### src/rtl/des_iter_ctrl.sv
// Iterative DES controller: IP, one Feistel round per clock with an on-the-fly
// key schedule (PC1, per-round rotate, PC2), then FP. The f-function is external.
module des_iter_ctrl #(
  parameter int unsigned ROUNDS = 16
) (
  input  logic        clk,
  input  logic        rst,
  input  logic        in_valid,
  output logic        in_ready,
  input  logic [1:64] in_data,
  input  logic [1:64] in_key,
  input  logic        in_decrypt,
  output logic        out_valid,
  input  logic        out_ready,
  output logic [1:64] out_data,
  output logic [1:32] f_r,
  output logic [1:48] f_k,
  input  logic [1:32] f_out,
  output logic        busy,
  output logic [4:0]  round_cnt
);

  typedef enum logic [1:0] {IDLE, ROUND, DONE} state_e;

  localparam logic [6:0] IP_T [64] = '{
    58, 50, 42, 34, 26, 18, 10, 2, 60, 52, 44, 36, 28, 20, 12, 4,
    62, 54, 46, 38, 30, 22, 14, 6, 64, 56, 48, 40, 32, 24, 16, 8,
    57, 49, 41, 33, 25, 17, 9, 1, 59, 51, 43, 35, 27, 19, 11, 3,
    61, 53, 45, 37, 29, 21, 13, 5, 63, 55, 47, 39, 31, 23, 15, 7};
  localparam logic [6:0] FP_T [64] = '{
    40, 8, 48, 16, 56, 24, 64, 32, 39, 7, 47, 15, 55, 23, 63, 31,
    38, 6, 46, 14, 54, 22, 62, 30, 37, 5, 45, 13, 53, 21, 61, 29,
    36, 4, 44, 12, 52, 20, 60, 28, 35, 3, 43, 11, 51, 19, 59, 27,
    34, 2, 42, 10, 50, 18, 58, 26, 33, 1, 41, 9, 49, 17, 57, 25};
  localparam logic [6:0] PC1_T [56] = '{
    57, 49, 41, 33, 25, 17, 9, 1, 58, 50, 42, 34, 26, 18,
    10, 2, 59, 51, 43, 35, 27, 19, 11, 3, 60, 52, 44, 36,
    63, 55, 47, 39, 31, 23, 15, 7, 62, 54, 46, 38, 30, 22,
    14, 6, 61, 53, 45, 37, 29, 21, 13, 5, 28, 20, 12, 4};
  localparam logic [5:0] PC2_T [48] = '{
    14, 17, 11, 24, 1, 5, 3, 28, 15, 6, 21, 10,
    23, 19, 12, 4, 26, 8, 16, 7, 27, 20, 13, 2,
    41, 52, 31, 37, 47, 55, 30, 40, 51, 45, 33, 48,
    44, 49, 39, 56, 34, 53, 46, 42, 50, 36, 29, 32};

  // Table-driven bit gathers; each shifts selected source bits in MSB first.
  function automatic logic [1:64] ip_f(input logic [1:64] d);
    logic [1:64] o;
    o = '0;
    for (int i = 0; i < 64; i++) o = {o[2:64], d[IP_T[i]]};
    return o;
  endfunction

  function automatic logic [1:64] fp_f(input logic [1:64] d);
    logic [1:64] o;
    o = '0;
    for (int i = 0; i < 64; i++) o = {o[2:64], d[FP_T[i]]};
    return o;
  endfunction

  function automatic logic [1:56] pc1_f(input logic [1:64] d);
    logic [1:56] o;
    o = '0;
    for (int i = 0; i < 56; i++) o = {o[2:56], d[PC1_T[i]]};
    return o;
  endfunction

  function automatic logic [1:48] pc2_f(input logic [1:56] d);
    logic [1:48] o;
    o = '0;
    for (int i = 0; i < 48; i++) o = {o[2:48], d[PC2_T[i]]};
    return o;
  endfunction

  state_e      state_q, state_d;
  logic [4:0]  round_q, round_d;
  logic [1:32] l_q, l_d, r_q, r_d;
  logic [1:56] cd_q, cd_d;
  logic        dec_q, dec_d;
  logic [1:64] out_q, out_d;
  logic        in_ready_q, in_ready_d;
  logic        busy_q, busy_d;
  logic        out_valid_q, out_valid_d;

  logic [1:28] c_cur, d_cur, c_nxt, d_nxt;
  logic [1:56] cd_nxt;
  logic [1:0]  shift;
  logic        sched_one;
  logic        unused_parity;

  assign unused_parity = ^{in_key[8], in_key[16], in_key[24], in_key[32],
                           in_key[40], in_key[48], in_key[56], in_key[64]};

  // Per-round key rotation; decrypt walks the encrypt schedule backwards.
  always_comb begin
    c_cur     = cd_q[1:28];
    d_cur     = cd_q[29:56];
    sched_one = (round_q == 5'd2) || (round_q == 5'd9) || (round_q == 5'd16);
    if (dec_q) shift = (round_q == 5'd1) ? 2'd0 : (sched_one ? 2'd1 : 2'd2);
    else       shift = ((round_q == 5'd1) || sched_one) ? 2'd1 : 2'd2;
    case (shift)
      2'd1: begin
        c_nxt = dec_q ? {c_cur[28], c_cur[1:27]} : {c_cur[2:28], c_cur[1]};
        d_nxt = dec_q ? {d_cur[28], d_cur[1:27]} : {d_cur[2:28], d_cur[1]};
      end
      2'd2: begin
        c_nxt = dec_q ? {c_cur[27:28], c_cur[1:26]} : {c_cur[3:28], c_cur[1:2]};
        d_nxt = dec_q ? {d_cur[27:28], d_cur[1:26]} : {d_cur[3:28], d_cur[1:2]};
      end
      default: begin
        c_nxt = c_cur;
        d_nxt = d_cur;
      end
    endcase
    cd_nxt = {c_nxt, d_nxt};
  end

  assign f_r = r_q;
  assign f_k = pc2_f(cd_nxt);

  always_comb begin
    state_d = state_q;
    round_d = round_q;
    l_d     = l_q;
    r_d     = r_q;
    cd_d    = cd_q;
    dec_d   = dec_q;
    out_d   = out_q;
    case (state_q)
      IDLE: begin
        if (in_valid) begin
          {l_d, r_d} = ip_f(in_data);
          cd_d       = pc1_f(in_key);
          dec_d      = in_decrypt;
          round_d    = 5'd1;
          state_d    = ROUND;
        end
      end
      ROUND: begin
        cd_d    = cd_nxt;
        l_d     = r_q;
        r_d     = l_q ^ f_out;
        round_d = round_q + 5'd1;
        if (round_q == 5'(ROUNDS)) begin
          out_d   = fp_f({l_q ^ f_out, r_q});
          round_d = '0;
          state_d = DONE;
        end
      end
      DONE: begin
        if (out_ready) state_d = IDLE;
      end
      default: state_d = IDLE;
    endcase
    in_ready_d  = (state_d == IDLE);
    busy_d      = (state_d != IDLE);
    out_valid_d = (state_d == DONE);
  end

  always_ff @(posedge clk) begin
    if (rst) begin
      state_q     <= IDLE;
      round_q     <= '0;
      l_q         <= '0;
      r_q         <= '0;
      cd_q        <= '0;
      dec_q       <= 1'b0;
      out_q       <= '0;
      in_ready_q  <= 1'b1;
      busy_q      <= 1'b0;
      out_valid_q <= 1'b0;
    end else begin
      state_q     <= state_d;
      round_q     <= round_d;
      l_q         <= l_d;
      r_q         <= r_d;
      cd_q        <= cd_d;
      dec_q       <= dec_d;
      out_q       <= out_d;
      in_ready_q  <= in_ready_d;
      busy_q      <= busy_d;
      out_valid_q <= out_valid_d;
    end
  end

  assign in_ready  = in_ready_q;
  assign busy      = busy_q;
  assign out_valid = out_valid_q;
  assign out_data  = out_q;
  assign round_cnt = round_q;

endmodule

### config.mk
export PLATFORM = sky130hd
export DESIGN_NAME = des_iter_ctrl
export DESIGN_NICKNAME = d
export VERILOG_FILES = /design/src/rtl/des_iter_ctrl.sv
export SDC_FILE = /design/constraint.sdc
export NUM_CORES = 1
export LEC_CHECK = 0
export ABC_AREA = 1
export ABC_CLOCK_PERIOD_IN_PS = 2200
export CAP_MARGIN = 20
export CORE_MARGIN = 8
export CORE_UTILIZATION = 40
export DETAILED_ROUTE_END_ITERATION = 10
export GPL_TIMING_DRIVEN = 0
export PLACE_DENSITY = 0.7
export SETUP_SLACK_MARGIN = 0.1
export SLEW_MARGIN = 25
export SYNTH_ARGS = -nofsm -noshare
export SYNTH_HDL_FRONTEND = slang
export SYNTH_SLANG_ARGS = --single-unit
### constraint.sdc
create_clock -name clk -period 2.2 [get_ports clk]
set_input_delay 0.22 -clock clk [delete_from_list [all_inputs] [get_ports clk]]
set_output_delay 0.22 -clock clk [all_outputs]
set_load 0.005 [all_outputs]
==> results.py, run 1 <==
metrics = {
    "run_status": {
        "status": "complete, but fails checks",
        "failed_checks": "setup timing",
    },
    "cells_and_area": {
        "syn2layout_area_growth_pct": 54.39,
        "number_of_fill_cells": 2294,
        "post-route-util_pct": 62.95,
        "nets": 2129,
        "drive_above_1_share_pct": 17.14,
    },
    "sta": {
        "maxSlewViolCount": 0,
        "setup_violations": 47,
        "final_period_minus_worst_setup_slack_ns": 2.344,
        "finalHoldViolations": 0,
        "finalWorstSetupSlack_ns": -0.1436,
        "worst_slew_margin_rel_pct": 48.39,
        "worst_slew_pin_slew_ns": 0.7742,
        "worst_clock_skew_ns": 0.01868,
        "achievable-frequency_mhz": 426.7,
        "rsz0062_at_grt": "true",
        "finalCritPeriodShare_pct": 106.5,
    },
    "pwr": {
        "static_leakage_power_nw": 6.755,
        "sequentialPowerShare_pct": 36.3,
        "p_int_mw": 7.219,
        "power_frac_clock_pct": 31.6,
        "power.density_cell_area_nw_per_um2": 691.2,
        "power_frac_comb_pct": 32.0,
        "p_switching_mw": 3.769,
        "p_sw_share_pct": 34.30,
        "worst_ir_drop_vdd_mv": 0.4721,
    },
    "placed_design": {
        "dpl_worst_slack_ns": -0.4720,
        "io_buffers": 307,
        "hpwlAfterDp_mm": 37.06,
        "gp_congestion": 0.9672,
    },
    "detailed_routing": {
        "detail_route.first_pass.iterations": 6,
        "ant_nets": 0,
        "avgRoutedWirePerCell_um": 22.09,
        "vias_per_std_cell": 5.664,
        "vias": 13070,
        "drt-total-wl_mm": 50.97,
        "drc": 0,
        "drt_iter0_drc": 1283,
    },
    "clock_tree": {
        "cts_inserted_buffers": 17,
        "insertion_delay_ns": 0.45,
        "tritoncts": "yes",
        "h-tree-depth": 4,
        "number_of_buffers_on_the_longest_clock_path": 2,
        "cts_sinks": 195,
        "clock_tree.root_cell": "clkbuf_16",
        "cts.clk_slew.worst_paths_ns": 0.08,
    },
    "setup_path": {
        "worst-setup-path-type": "register to output port",
        "cp_slowest_cell": "dfxtp_4",
        "path_common_cell": "nand3_2",
        "critical_path_arrival_ns": 2.12,
        "r2r.worst_path.cells": 17,
        "cp_data_required_time_ns": 1.98,
        "worst-path-max-fanout": 8,
        "worst_path_largest_cell_delay_ns": 0.38,
        "worst-r2r-setup-slack_ns": -0.03,
        "end_kind": "output port",
        "crit_path_cell_trace": "inv_4 > ha_4 > nand2_2 > inv_2 > o21ai_4 > nand2_4 > buf_12 > buf_8 > nand3_2 > nand3_2 > buf_2",
        "timing.critical_path.from_type": "register",
    },
    "yosys": {
        "yosys.area.top_type": "dfxtp_1",
        "synth_nets": 1744,
        "synthesis.instances": 1575,
        "number_of_distinct_library_cell_variants_in_the_gate_level_netlist_after_synthesis": 34,
        "netlist.area_leader.share_pct": 37.91,
        "ys_warn_count": 0,
        "netlist_area_um2": 10300,
        "yosys_register_bits": 195,
        "synth.yosys.seq_area_share_pct": 37.91,
        "largest_cells_by_area_after_synthesis": "dfxtp_1 (38%), nor2_1 (14%), nand2_1 (11%)",
        "synth_area_per_cell_um2": 6.538,
    },
    "floorplanning": {
        "floorplan.die_area_um2": 31130,
        "design.core.area_um2": 25250,
        "num_rows": 58,
        "floorplan.initialDensity_pct": 40.77,
        "pin_count": 317,
        "floorplan.die.width_um": 176.4,
        "chipHeight_um": 176.4,
    },
    "run": {
        "max_cap_violations": 0,
    },
    "global_routing": {
        "grt_max_degree": 20,
        "grt_antenna_before_repair": 6,
        "grt_pass1_wl_mm": 75.65,
        "globalRouteOverflowTotal": 0,
        "grt_pass1_vias": 12920,
        "grt_util_all_layers_pct": 31.46,
    },
    "hold_path": {
        "worst_hold_path.num_cells": 3,
        "holdCritPathClass": "input pin to register",
    },
}
==> cells in the final DEF, fill, tap and decap left out, types with 10 or more instances in the layout <==
| cell | count |
|---|---|
| a211oi_1 | 11 |
| a21oi_1 | 137 |
| a31oi_1 | 29 |
| buf_2 | 45 |
| buf_4 | 59 |
| buf_6 | 33 |
| clkbuf_1 | 44 |
| clkbuf_16 | 18 |
| clkbuf_2 | 15 |
| clkdlybuf4s50_1 | 259 |
| dfxtp_1 | 192 |
| inv_1 | 24 |
| nand2_1 | 276 |
| nand2_2 | 10 |
| nand2_4 | 11 |
| nand3_1 | 77 |
| nand3_2 | 49 |
| nand3_4 | 35 |
| nand4_1 | 25 |
| nor2_1 | 370 |
| o21ai_0 | 132 |
| xnor2_1 | 22 |
| xor2_1 | 10 |
==> cells in the mapped netlist (all sizes together) <==
cell type,n
o31ai,1
clkbuf,58
nand3,161
nand3b,1
nor2,376
xor2,10
nand4,25
a31oi,29
nor3,1
a21oi,141
a32oi,1
buf,61
nand2,297
a211oi,11
ha,4
o211ai,4
o21a,9
dfxtp,195
xnor2,22
o21ai,134
inv,34
==> worst paths after layout <==
path / startpoint / endpoint
worst max-delay path: round_cnt[0] / f_k[33]
worst max register to register: round_cnt[1] / cd_q[11]
worst min-delay path: in_data[26] / l_q[5]
worst min register to register: out_data[38] / out_data[38]
==> state kept, by name, summed over array words and instances, names as in the netlist <==
name       flops
out_data      64
cd_q          56
f_r           32
l_q           32
round_cnt      5
state_q        2
busy           1
dec_q          1
in_ready       1
out_valid      1
==> logic make-up (layout without fill, tap and decap cells) <==
kind of cell,after synthesis,after routing,synth area share [%]
fa+ha+maj,4,4,0.4860
xor+xnor,32,32,2.722
other cells,0,6,0
buf+inv,153,550,6.695
simple gates,861,861,34.97
flops,195,195,37.91
compound gates,330,330,17.22
==> worst max-delay path: cells and delay by family, from the launching register on <==
family / cells / cell delay, ns
buffers and inverters: 5 / 0.58
flip-flops: 1 / 0.38
AND/OR/NAND/NOR: 4 / 0.35
AO/OA/AOI/OAI: 1 / 0.22
adder cells (fa/ha/maj): 1 / 0.14
==> power by group through the flow <==
stage	Clock, mW	Sequential (mW)	Combinational, mW
after floorplan	0	3.99	1.46
final	3.48	3.99	3.52
after CTS	3.49	3.98	3.23
after global placement	0	4.06	2.81
after detailed placement	0	4.06	2.83
after global routing	3.61	4.02	3.76
==> layer usage <==
layer,up-vias,wire [µm],track usage [%]
met5,-,20,0
met4,4,2737,18.32
met3,189,5627,10.62
met2,762,23600,50.75
met1,6099,18990,35.89
li1,6019,-,-
==> what timing repair did <==
| item | 4_1_cts | 5_1_grt |
|---|---|---|
| pin swaps | 25 | 16 |
| hold buffers | 0 | 0 |
| gates resized for setup | 382 | 78 |
| endpoints found under the setup margin | 111 | 137 |
| setup buffers | 42 | 14 |
| gates cloned | 3 | 1 |
==> metrics by stage <==
| stage | hold WS (ns) | cells | setup TNS, ns | instance area (µm²) | power [mW] |
|---|---|---|---|---|---|
| floorplan | 0.3621 | 1575 | 0 | 10300 | 5.452 |
| global placement | 0.4483 | 2212 | -18.59 | 13780 | 6.868 |
| detailed placement | 0.4541 | 2212 | -19.81 | 13780 | 6.889 |
| CTS | 0.3340 | 2287 | -3.998 | 15430 | 10.69 |
| global route | 0.3361 | 2305 | -6.935 | 15890 | 11.39 |
| finish | 0.3418 | 2308 | -3.993 | 15900 | 10.99 |
==> cell type report <==
cell class / instances / area, µm² / share of cell area (%)
Sequential cell: 195 / 3913 / 24.61
Inverter: 34 / 137.6 / 0.8657
Buffer: 119 / 743.2 / 4.675
Tap cell: 330 / 412.9 / 2.597
Antenna cell: 6 / 15.01 / 0.09444
Clock buffer: 17 / 425.4 / 2.676
Multi-Input combinational cell: 1227 / 6484 / 40.78
Clock inverter: 14 / 211.5 / 1.330
Timing Repair Buffer: 366 / 3556 / 22.37
No activity file was read; power rests on OpenSTA's default activity.
==> run 2, diff against run 1 <==
--- a/config.mk
+++ b/config.mk
@@ -14,7 +14,6 @@
 export GPL_TIMING_DRIVEN = 0
 export PLACE_DENSITY = 0.7
 export SETUP_SLACK_MARGIN = 0.1
-export SLEW_MARGIN = 25
 export SYNTH_ARGS = -nofsm -noshare
 export SYNTH_HDL_FRONTEND = slang
 export SYNTH_SLANG_ARGS = --single-unit
==> constraint.sdc (replaced) <==
create_clock -name clk -period 2.2 [get_ports clk]
set_input_delay 0.55 -clock clk [delete_from_list [all_inputs] [get_ports clk]]
set_output_delay 0.55 -clock clk [all_outputs]
set_load 0.005 [all_outputs]
==> run 2 against run 1 <==
The flow still finishes with violations (setup timing). Routed wire length up 5.3%. Combinational power up 14%. Critical path depth up 2. Largest power group is now combinational cells. Critical path type unchanged.
==> results.py, run 2 (synthesis results as in run 1) <==
metrics = {
    "run_status": {
        "status": "complete, but fails checks",
        "failed_checks": "setup timing",
    },
    "clock_tree": {
        "clock_tree.root_cell": "clkbuf_16",
        "number_of_buffers_on_the_longest_clock_path": 2,
        "insertion_delay_ns": 0.46,
        "tritoncts": "yes",
        "cts.clk_slew.worst_paths_ns": 0.08,
        "cts_sinks": 195,
        "cts_inserted_buffers": 17,
        "h-tree-depth": 4,
    },
    "pwr": {
        "power_frac_comb_pct": 35.0,
        "static_leakage_power_nw": 7.203,
        "p_int_mw": 7.414,
        "p_switching_mw": 4.041,
        "sequentialPowerShare_pct": 34.9,
        "worst_ir_drop_vdd_mv": 0.4767,
        "p_sw_share_pct": 35.28,
        "power_frac_clock_pct": 30.1,
        "power.density_cell_area_nw_per_um2": 675.4,
        "tot_pwr_mw": 11.45,
    },
    "placed_design": {
        "io_buffers": 307,
        "hpwlAfterDp_mm": 37.19,
        "dpl_worst_slack_ns": -0.8904,
        "gp_congestion": 0.9632,
    },
    "detailed_routing": {
        "detail_route.first_pass.iterations": 6,
        "drt_iter0_drc": 1471,
        "drc": 0,
        "vias": 13500,
        "ant_nets": 0,
        "vias_per_std_cell": 5.761,
        "drt-total-wl_mm": 53.69,
        "avgRoutedWirePerCell_um": 22.91,
    },
    "global_routing": {
        "grt_pass1_wl_mm": 77.35,
        "globalRouteOverflowTotal": 0,
        "grt_util_all_layers_pct": 32.20,
        "grt_antenna_before_repair": 7,
        "grt_pass1_vias": 13190,
        "grt_max_degree": 21,
    },
    "sta": {
        "finalHoldViolations": 0,
        "worst_slew_pin_slew_ns": 0.7877,
        "fin_hold_ws_ns": 0.4682,
        "final_period_minus_worst_setup_slack_ns": 2.821,
        "rsz0062_at_grt": "true",
        "finalSetupTns_ns": -26.88,
        "maxSlewViolCount": 0,
        "achievable-frequency_mhz": 354.5,
        "worst_slew_margin_rel_pct": 47.49,
        "setup_violations": 50,
        "worst_clock_skew_ns": 0.01915,
        "finalCritPeriodShare_pct": 128.2,
        "finalWorstSetupSlack_ns": -0.6209,
    },
    "hold_path": {
        "holdCritPathClass": "register to register",
    },
    "floorplanning": {
        "chipHeight_um": 176.4,
        "floorplan.die_area_um2": 31130,
        "pin_count": 317,
        "floorplan.initialDensity_pct": 40.77,
        "design.core.area_um2": 25250,
        "num_rows": 58,
        "floorplan.die.width_um": 176.4,
    },
    "cells_and_area": {
        "syn2layout_area_growth_pct": 64.70,
        "nets": 2167,
        "max_ffs_per_register": 64,
        "most-common-layout-cells": "nor2_1 (370), nand2_1 (268), clkdlybuf4s50_1 (257)",
        "final_common_cell": "nor2_1",
        "drive_above_1_share_pct": 21.68,
        "post-route-util_pct": 67.16,
    },
    "setup_path": {
        "end_kind": "output port",
        "worst-path-max-fanout": 5,
        "path_common_cell": "buf_12",
        "cp_slowest_cell": "dfxtp_4",
        "cp_data_required_time_ns": 1.65,
        "worst-setup-path-type": "register to output port",
        "worst-r2r-setup-slack_ns": -0.40,
        "worst_path_largest_cell_delay_ns": 0.37,
        "timing.critical_path.from_type": "register",
        "crit_path_cell_trace": "buf_6 > ha_4 > inv_4 > nor2_4 > o21ai_4 > buf_12 > nand2_8 > buf_12 > buf_16 > buf_12 > nand3_4 > nand3_2 > buf_2",
        "critical_path_arrival_ns": 2.27,
    },
    "run": {
        "max_cap_violations": 0,
    },
}
==> run 2: cell types whose count changed in the layout (fill, tap and decap cells not counted), moves of 8 or more <==
| cell | change |
|---|---|
| a21oi_1 | -11 |
| clkbuf_2 | +10 |
| nand2_1 | -8 |
| nand3_4 | +21 |
| a21oi_2 | +11 |
| buf_6 | +30 |
| clkbuf_1 | -10 |
| nand3_1 | -27 |
==> run 2: final cells by class <==
cell class | instances | area, µm²
fillers | 2130 | 8294
clock buffers | 17 | 425.4
clock inverters | 15 | 214.0
diodes | 3 | 7.507
flip-flops and latches | 195 | 3915
well taps | 330 | 412.9
inverters | 34 | 145.1
plain buffers | 118 | 789.5
multi-input cells | 1227 | 6895
repair buffers | 405 | 4155
==> run 2: final timing paths <==
| path | end | from | depth (start not counted) |
|---|---|---|---|
| worst max-delay path | f_k[31] | round_cnt[0] | 13 |
| worst min-delay path | out_data[8] | out_data[8] | 2 |
| worst min register to register | out_data[8] | out_data[8] | 2 |
| worst max register to register | round_cnt[3] | round_cnt[0] | 19 |
==> run 2: stage by stage <==
stage | instance area [µm²] | std cells
after floorplan | 10300 | 1575
after global placement | 13790 | 2212
after detailed placement | 13790 | 2212
after CTS | 16150 | 2326
after global routing | 16960 | 2342
final | 16960 | 2344
==> run 2: power by group through the flow <==
stage	clock, mW	combinational [mW]	sequential (mW)
final	3.44	4.01	4.00
after global placement	0	2.81	4.06
after detailed placement	0	2.83	4.06
after CTS	3.43	3.53	3.98
after floorplan	0	1.46	3.99
after global routing	3.55	4.24	4.02
==> run 2: per-layer routing <==
metal / vias up / wire [µm] / part of all wire (%) / track usage [%]
met3: 225 / 6092 / 11 / 12.11
met1: 6338 / 19450 / 36 / 35.60
met2: 843 / 25170 / 47 / 53.59
met5: - / 61 / 0.11 / 0
met4: 10 / 2920 / 5.4 / 16.22
li1: 6087 / - / - / -
==> run 2: worst max-delay path: cells and delay by family (launching register included) <==
kind | cells | cell delay [ns]
AO/OA/AOI/OAI | 1 | 0.18
adder cells (fa/ha/maj) | 1 | 0.16
buffers and inverters | 7 | 0.87
flip-flops | 1 | 0.37
AND/OR/NAND/NOR | 4 | 0.24
==> run 2: what timing repair did <==
action,in CTS,in global routing
gates resized for setup,445,167
setup endpoints to repair,147,138
hold buffers,0,0
pin swaps,35,51
buffers inserted,83,23
endpoints found under the hold margin,0,0
gates cloned,8,2
==> RTL edit 1: new RTL, config.mk and constraints of run 1 <==
The parameter `ROUNDS` goes from 16 to 8.
--- a/src/rtl/des_iter_ctrl.sv
+++ b/src/rtl/des_iter_ctrl.sv
@@ -1,7 +1,7 @@
 // Iterative DES controller: IP, one Feistel round per clock with an on-the-fly
 // key schedule (PC1, per-round rotate, PC2), then FP. The f-function is external.
 module des_iter_ctrl #(
-  parameter int unsigned ROUNDS = 16
+  parameter int unsigned ROUNDS = 8
 ) (
   input  logic        clk,
   input  logic        rst,
Formal check against the unedited RTL: no difference found for any inputs over 4 cycles, from zero or initial values and one cycle with rst high; that may be too few to reach the edited logic, so the function may still have changed.
==> RTL edit 1 against run 1 <==
Final area decreased by 0.68%; sequential cell count unchanged; area after synthesis decreased by 0.27%; the flow still finishes with violations (negative setup slack); largest cell class unchanged; total power decreased by 4.8%; routed wire length decreased by 2.9%; first-iteration DRC count decreased by 17%; non-clock buffer count decreased by 20; synthesized cell count decreased by 2.1%; worst setup slack improved by 62 ps; highest routed layer unchanged.
==> RTL edit 1: results (changes against run 1) <==
| Metric | Value |
|---|---|
| Worst hold endpoint | l_q[12]$_SDFFE_PP0P_ |
| Initial antenna violation count | 3 (-3) |
| Hold path depth | 3 (unchanged) |
| XOR/XNOR share of the synthesized area | 2.81% (+0.093 points) |
| Failing checks | negative setup slack |
| Top cells by count, synth | nor2_1 (311), nand2_1 (285), dfxtp_1 (195), o21ai_0 (171), nand3_1 (155) |
| Clock Pin Slew Worst Setup and Hold Paths | about 90 ps |
| Fillers | 2293 (-0.044%) |
| Critical R2R Capture | cd_q[9]$_SDFFE_PP0P_ |
| Vias per inst | 5.53 (-2.3%) |
| Final WL | 49500 µm (-2.9%) |
| Sequential-to-total area share from yosys stat | 38.0% (+0.10 points) |
| H-tree levels | 4 (unchanged) |
| Synth Area in Adders | 0.487% (+0.0013 points) |
| NumNets Final | 2078 (-2.4%) |
| NetSw | 3.67 mW (-2.7%) |
| CTS root buffer | clkbuf_16 |
| Reg2reg start | round_cnt[1]$_SDFFE_PP0P_ |
| IO Port Bufs | 308 (+0.33%) |
| GRT Overall Usage | 30.3% (-1.1 points) |
| Outcome | complete, but fails checks |
| Hold Fails Final Rpt | 0 (unchanged) |
| Synth top area cells | dfxtp_1 (38%), nor2_1 (11%), nand2_1 (10%) |
| Clock Path Buffers | 2 (unchanged) |
| Synth Flop Type | dfxtp_1 |
| Post-synth ARST share | 0% (unchanged) |
| Ratio of cells with drive above 1 in the final layout | 16.9% (-0.23 points) |
| Synth cell types | 33 (-2.9%) |
| R2R setup slack | 220 ps (+250 ps) |
| Post-synthesis mux area share | 0% (unchanged) |
| CP max stage cell | dfxtp_4 |
| Hold Crit Class | input pin to flop |
| Global-route wire length before repair | 73200 µm (-3.3%) |
| TritonCTS Buffers | 17 (unchanged) |
| Final setup viols | 38 (-19%) |
| Largest net degree at the start of global routing | 22 (+10%) |
| Critical Path Max Stage Delay | 380 ps (about the same) |
| Skew final | 16.1 ps (-2.57 ps) |
| Drt first pass iters | 6 (unchanged) |
| Max FFs per register | 64 (unchanged) |
| RD Place Congestion | 0.926 (-4.3%) |
| Min-delay src | in_data[36] |
| Final setup margin | -82.0 ps (+61.6 ps) |
| Dpl hpwl | 35800 µm (-3.4%) |
| Clk_lat worst skew | between 400 and 500 ps |
| Crit-path max FO | 10 (+2) |
| Compound-cell area share of the yosys netlist | 18.4% (+1.2 points) |
| Iteration-0 DRC Markers | 1069 (-17%) |
| Leakage | 6.64 nW (-1.7%) |
| Peak supply drop | 0.000390 V (-17%) |
| Synthesized Nets | 1711 (-1.9%) |
| Slew margin rel. | 47.8% (-0.54 points) |
| FF-to-FF path depth | 11 (-6) |
| Vias in the first global route | 12400 (-4.2%) |
| Startpoint Class | flop |
## RTL edit 1: what timing repair did
action,4_1_cts,5_1_grt
cloned,4,3
endpoints found under the setup margin,48,48
resized for setup,316,117
hold buffers,0,0
setup buffers,28,7
pin swaps,21,19
## RTL edit 1: cells by family after synthesis
kind of cell,count (synthesis)
simple gates,787
compound gates,351
flops,195
buf+inv,172
xor+xnor,33
fa+ha+maj,4
## RTL edit 1: metal layers
layer	routed length, µm	GRT usage [%]
met3	5380	9.63
met2	23000	49.3
met5	23	0
met4	2230	14.7
met1	18800	35.8
## RTL edit 1: cell type report
cell class                 instances  share of cell area, %
multi-input combinational       1175                   40.1
sequential                       195                   24.8
timing repair buffer             349                   22.3
buffer                           116                   4.91
clock buffer                      17                   2.69
tap                              330                   2.61
inverter                          55                   1.35
clock inverter                    15                   1.20
antenna                            2                 0.0317
## RTL edit 1: worst max-delay path, delay by kind of cell (launching register included)
family,cells,cell delay [ps]
fa+ha+maj,1,120
buf+inv,6,680
flops,1,380
simple gates,4,430
## RTL edit 1: power by group through the flow
stage | clock network (mW) | logic [mW] | registers, mW
6_report | 3.25 | 3.23 | 3.98
5_1_grt | 3.39 | 3.45 | 4.01
4_1_cts | 3.26 | 2.86 | 3.97
3_5_place_dp | 0 | 2.68 | 4.04
3_3_place_gp | 0 | 2.67 | 4.04
2_1_floorplan | 0 | 1.36 | 3.97
## RTL edit 1: how the worst max path moves through the flow
stage | cells after the start | endpoint | from
2_1_floorplan | 11 | cd_q[44]$_SDFFE_PP0P_ | round_cnt[0]$_SDFFE_PP0P_
3_3_place_gp | 10 | f_k[26] | round_cnt[0]$_SDFFE_PP0P_
3_5_place_dp | 10 | f_k[26] | round_cnt[0]$_SDFFE_PP0P_
4_1_cts | 12 | f_k[33] | round_cnt[1]$_SDFFE_PP0P_
5_1_grt | 12 | f_k[40] | round_cnt[0]$_SDFFE_PP0P_
6_report | 11 | f_k[42] | round_cnt[1]$_SDFFE_PP0P_
## RTL edit 1: per-stage QoR
stage                     setup slack, ps  hold slack [ps]  cells  area, µm²  setup TNS [ps]
final                               -82.0              340   2254      15800           -1770
after global routing                 -133              356   2253      15800           -3980
after floorplan                       603              387   1542      10300               0
after CTS                           -65.1              335   2244      15100           -1310
after detailed placement             -155              456   2180      13800           -5140
after global placement               -122              450   2180      13800           -3000
==> RTL edit 2: new RTL, config.mk and constraints of run 1 <==
Without the edit above. `l_q`, `r_q` and `cd_q` no longer have a reset.
--- a/src/rtl/des_iter_ctrl.sv
+++ b/src/rtl/des_iter_ctrl.sv
@@ -161,9 +161,6 @@
     if (rst) begin
       state_q     <= IDLE;
       round_q     <= '0;
-      l_q         <= '0;
-      r_q         <= '0;
-      cd_q        <= '0;
       dec_q       <= 1'b0;
       out_q       <= '0;
       in_ready_q  <= 1'b1;
@@ -172,15 +169,18 @@
     end else begin
       state_q     <= state_d;
       round_q     <= round_d;
-      l_q         <= l_d;
-      r_q         <= r_d;
-      cd_q        <= cd_d;
       dec_q       <= dec_d;
       out_q       <= out_d;
       in_ready_q  <= in_ready_d;
       busy_q      <= busy_d;
       out_valid_q <= out_valid_d;
     end
+  end
+
+  always_ff @(posedge clk) begin
+    l_q  <= l_d;
+    r_q  <= r_d;
+    cd_q <= cd_d;
   end
 
   assign in_ready  = in_ready_q;
Function: changed (a bounded check fails within 4 cycles, from zero or initial values and one cycle with rst high).
==> RTL edit 2 against run 1 <==
The run still ends with negative setup slack left; total power is 1.9% higher; final area rose by 0.26%; worst setup slack gained 38 ps; sequential cell count did not move; final cell count down 9.6%; synthesized cell count fell by 14%; routed wire length decreased by 18%; area after synthesis up 3.9%; clock power shrank 8.0%; via count fell by 17%; critical path type unchanged.
==> RTL edit 2: results (changes against run 1) <==
| Metric | Value |
|---|---|
| Min-delay src | rst |
| Synth cell types | 30 (-12%) |
| Vias in the first global route | 10800 (-17%) |
| Hold path depth | 2 (-1) |
| Final WL | 42000 µm (-18%) |
| Critical Path Max Stage Delay | 360 ps (-20 ps) |
| GRT Overall Usage | 24.5% (-7.0 points) |
| CP top delay family | buffers and inverters |
| Outcome | complete, but fails checks |
| H-tree levels | 4 (unchanged) |
| FF-to-FF path depth | 15 (-2) |
| Crit-path max FO | 8 (unchanged) |
| Synth top area cells | edfxtp_1 (34%), nand2_1 (16%), dfxtp_1 (14%) |
| Peak supply drop | 0.000519 V (+9.8%) |
| Worst endpoint data arrival time | 2090 ps (-30 ps) |
| Global-route wire length before repair | 62500 µm (-17%) |
| Initial antenna violation count | 2 (-4) |
| Top cells by count, synth | nand2_1 (469), nor2_1 (225), edfxtp_1 (120), nand3_2 (83), dfxtp_1 (75) |
| Synth warn | 0 (unchanged) |
| Fillers | 2368 (+3.2%) |
| Placed standard-cell area | 0.0142 mm² (+3.3%) |
| R2R setup slack | 90 ps (+120 ps) |
| Worst hold endpoint | state_q[1]$_SDFF_PP0_ |
| Worst-Margin Slew | 800 ps (+25.8 ps) |
| Synthesized Nets | 1517 (-13%) |
| Final setup viols | 45 (-4.3%) |
| Setup_tns | -2820 ps (+1180 ps) |
| Clk_lat worst skew | 440 ps |
| Clock Path Buffers | 2 (unchanged) |
| Final setup margin | -106 ps (+38.1 ps) |
| Hold Crit Class | input pin to flop |
| CP max stage cell | dfxtp_4 |
| Vias per inst | 5.22 (-7.8%) |
| IO Port Bufs | 307 (unchanged) |
| Iteration-0 DRC Markers | 1044 (-19%) |
| Sequential-to-total area share from yosys stat | 47.7% (+9.8 points) |
| Hold Slack | 267 ps (-74.8 ps) |
| RD Place Congestion | 0.922 (-4.7%) |
| Failing checks | negative setup slack |
| Drt first pass iters | 6 (unchanged) |
| Skew final | 21.5 ps (+2.80 ps) |
| Clock Pin Slew Worst Setup and Hold Paths | 80 ps (about the same) |
| Leakage | 6.85 nW (+1.4%) |
| Max FFs per register | 64 (unchanged) |
| EDFF count, synth | 120 (+120) |
| Reg2reg start | round_cnt[1]$_SDFFE_PP0P_ |
| Ratio of cells with drive above 1 in the final layout | 21.3% (+4.2 points) |
| CTS root buffer | clkbuf_16 |
| Critical R2R Capture | cd_q[14]$_DFFE_PP_ |
| Place WS | -382 ps (+90.1 ps) |
| Dpl hpwl | 29800 µm (-20%) |
| TritonCTS Buffers | 17 (unchanged) |
| Largest net degree at the start of global routing | 44 (+120%) |
| Post-synth ARST share | 0% (unchanged) |
| NumNets Final | 1900 (-11%) |
[RTL edit 2: cells by family after synthesis]
| group | after synthesis | synth area share, % |
|---|---|---|
| and+or+nand+nor | 877 | 37.6 |
| DFF | 195 | 47.7 |
| AOI/OAI and AO/OA | 121 | 5.72 |
| buffers and inverters | 119 | 5.89 |
| xor gates and xnor gates | 32 | 2.62 |
| adders and majority gates | 4 | 0.468 |
[RTL edit 2: final cells by class]
cell class | instances | area [µm²] | area share [%]
antenna | 2 | 5.00 | 0.0314
buffer | 86 | 671 | 4.21
clock buffer | 18 | 429 | 2.69
clock inverter | 14 | 159 | 0.997
inverter | 33 | 134 | 0.840
multi-input combinational | 1036 | 5410 | 34.0
sequential | 195 | 5120 | 32.1
tap | 341 | 427 | 2.68
timing repair buffer | 362 | 3580 | 22.5
[RTL edit 2: worst max-delay path by stage]
stage                                    startpoint                         to  cells past startpoint
after global routing      round_cnt[0]$_SDFFE_PP0P_                     f_k[9]                     11
after floorplan               state_q[0]$_SDFF_PP0_  round_cnt[4]$_SDFFE_PP0P_                      7
after CTS                 round_cnt[1]$_SDFFE_PP0P_                    f_k[42]                     12
final                     round_cnt[1]$_SDFFE_PP0P_                    f_k[34]                     11
after detailed placement      state_q[0]$_SDFF_PP0_         cd_q[35]$_DFFE_PP_                      5
after global placement                     in_valid  round_cnt[4]$_SDFFE_PP0P_                      6
[RTL edit 2: through the flow]
step / power, mW / std cells
6_report: 11.2 / 2087
2_1_floorplan: 6.09 / 1348
3_3_place_gp: 7.55 / 1996
4_1_cts: 10.9 / 2068
3_5_place_dp: 7.58 / 1997
5_1_grt: 11.7 / 2086
[RTL edit 2: layer usage]
metal	up-vias	GRT usage, %	share of wire (%)
li1	5144	-	-
met1	5090	28.2	39
met2	576	43.3	49
met3	88	7.92	10
met4	2	6.17	2.6
met5	-	0	0.041
[RTL edit 2: report_power, final]
group / leakage (nW) / switching (mW) / total [mW] / internal, mW
Clock: 0.288 / 1.66 / 3.20 / 1.54
Combinational: 4.76 / 1.80 / 3.44 / 1.64
Sequential: 1.80 / 0.272 / 4.56 / 4.29
[RTL edit 2: worst register-to-register path, stage by stage (launching register included)]
cell and delay (ps):
dfxtp_4 370, inv_4 50, ha_4 170, buf_6 110, nand3_2 60, nand2_2 60
nand2_4 120, nand2_8 100, buf_12 160, buf_12 130, nand3_2 50, nand3_2 100
buf_4 150, buf_4 120, nand2_1 50, nand2_1 50
[RTL edit 2: timing repair]
| action | in CTS | in global routing |
|---|---|---|
| gates cloned | 5 | 4 |
| gates resized for setup | 287 | 97 |
| endpoints found under the setup margin | 155 | 51 |
| buffers inserted | 34 | 14 |
| pin swaps | 16 | 32 |
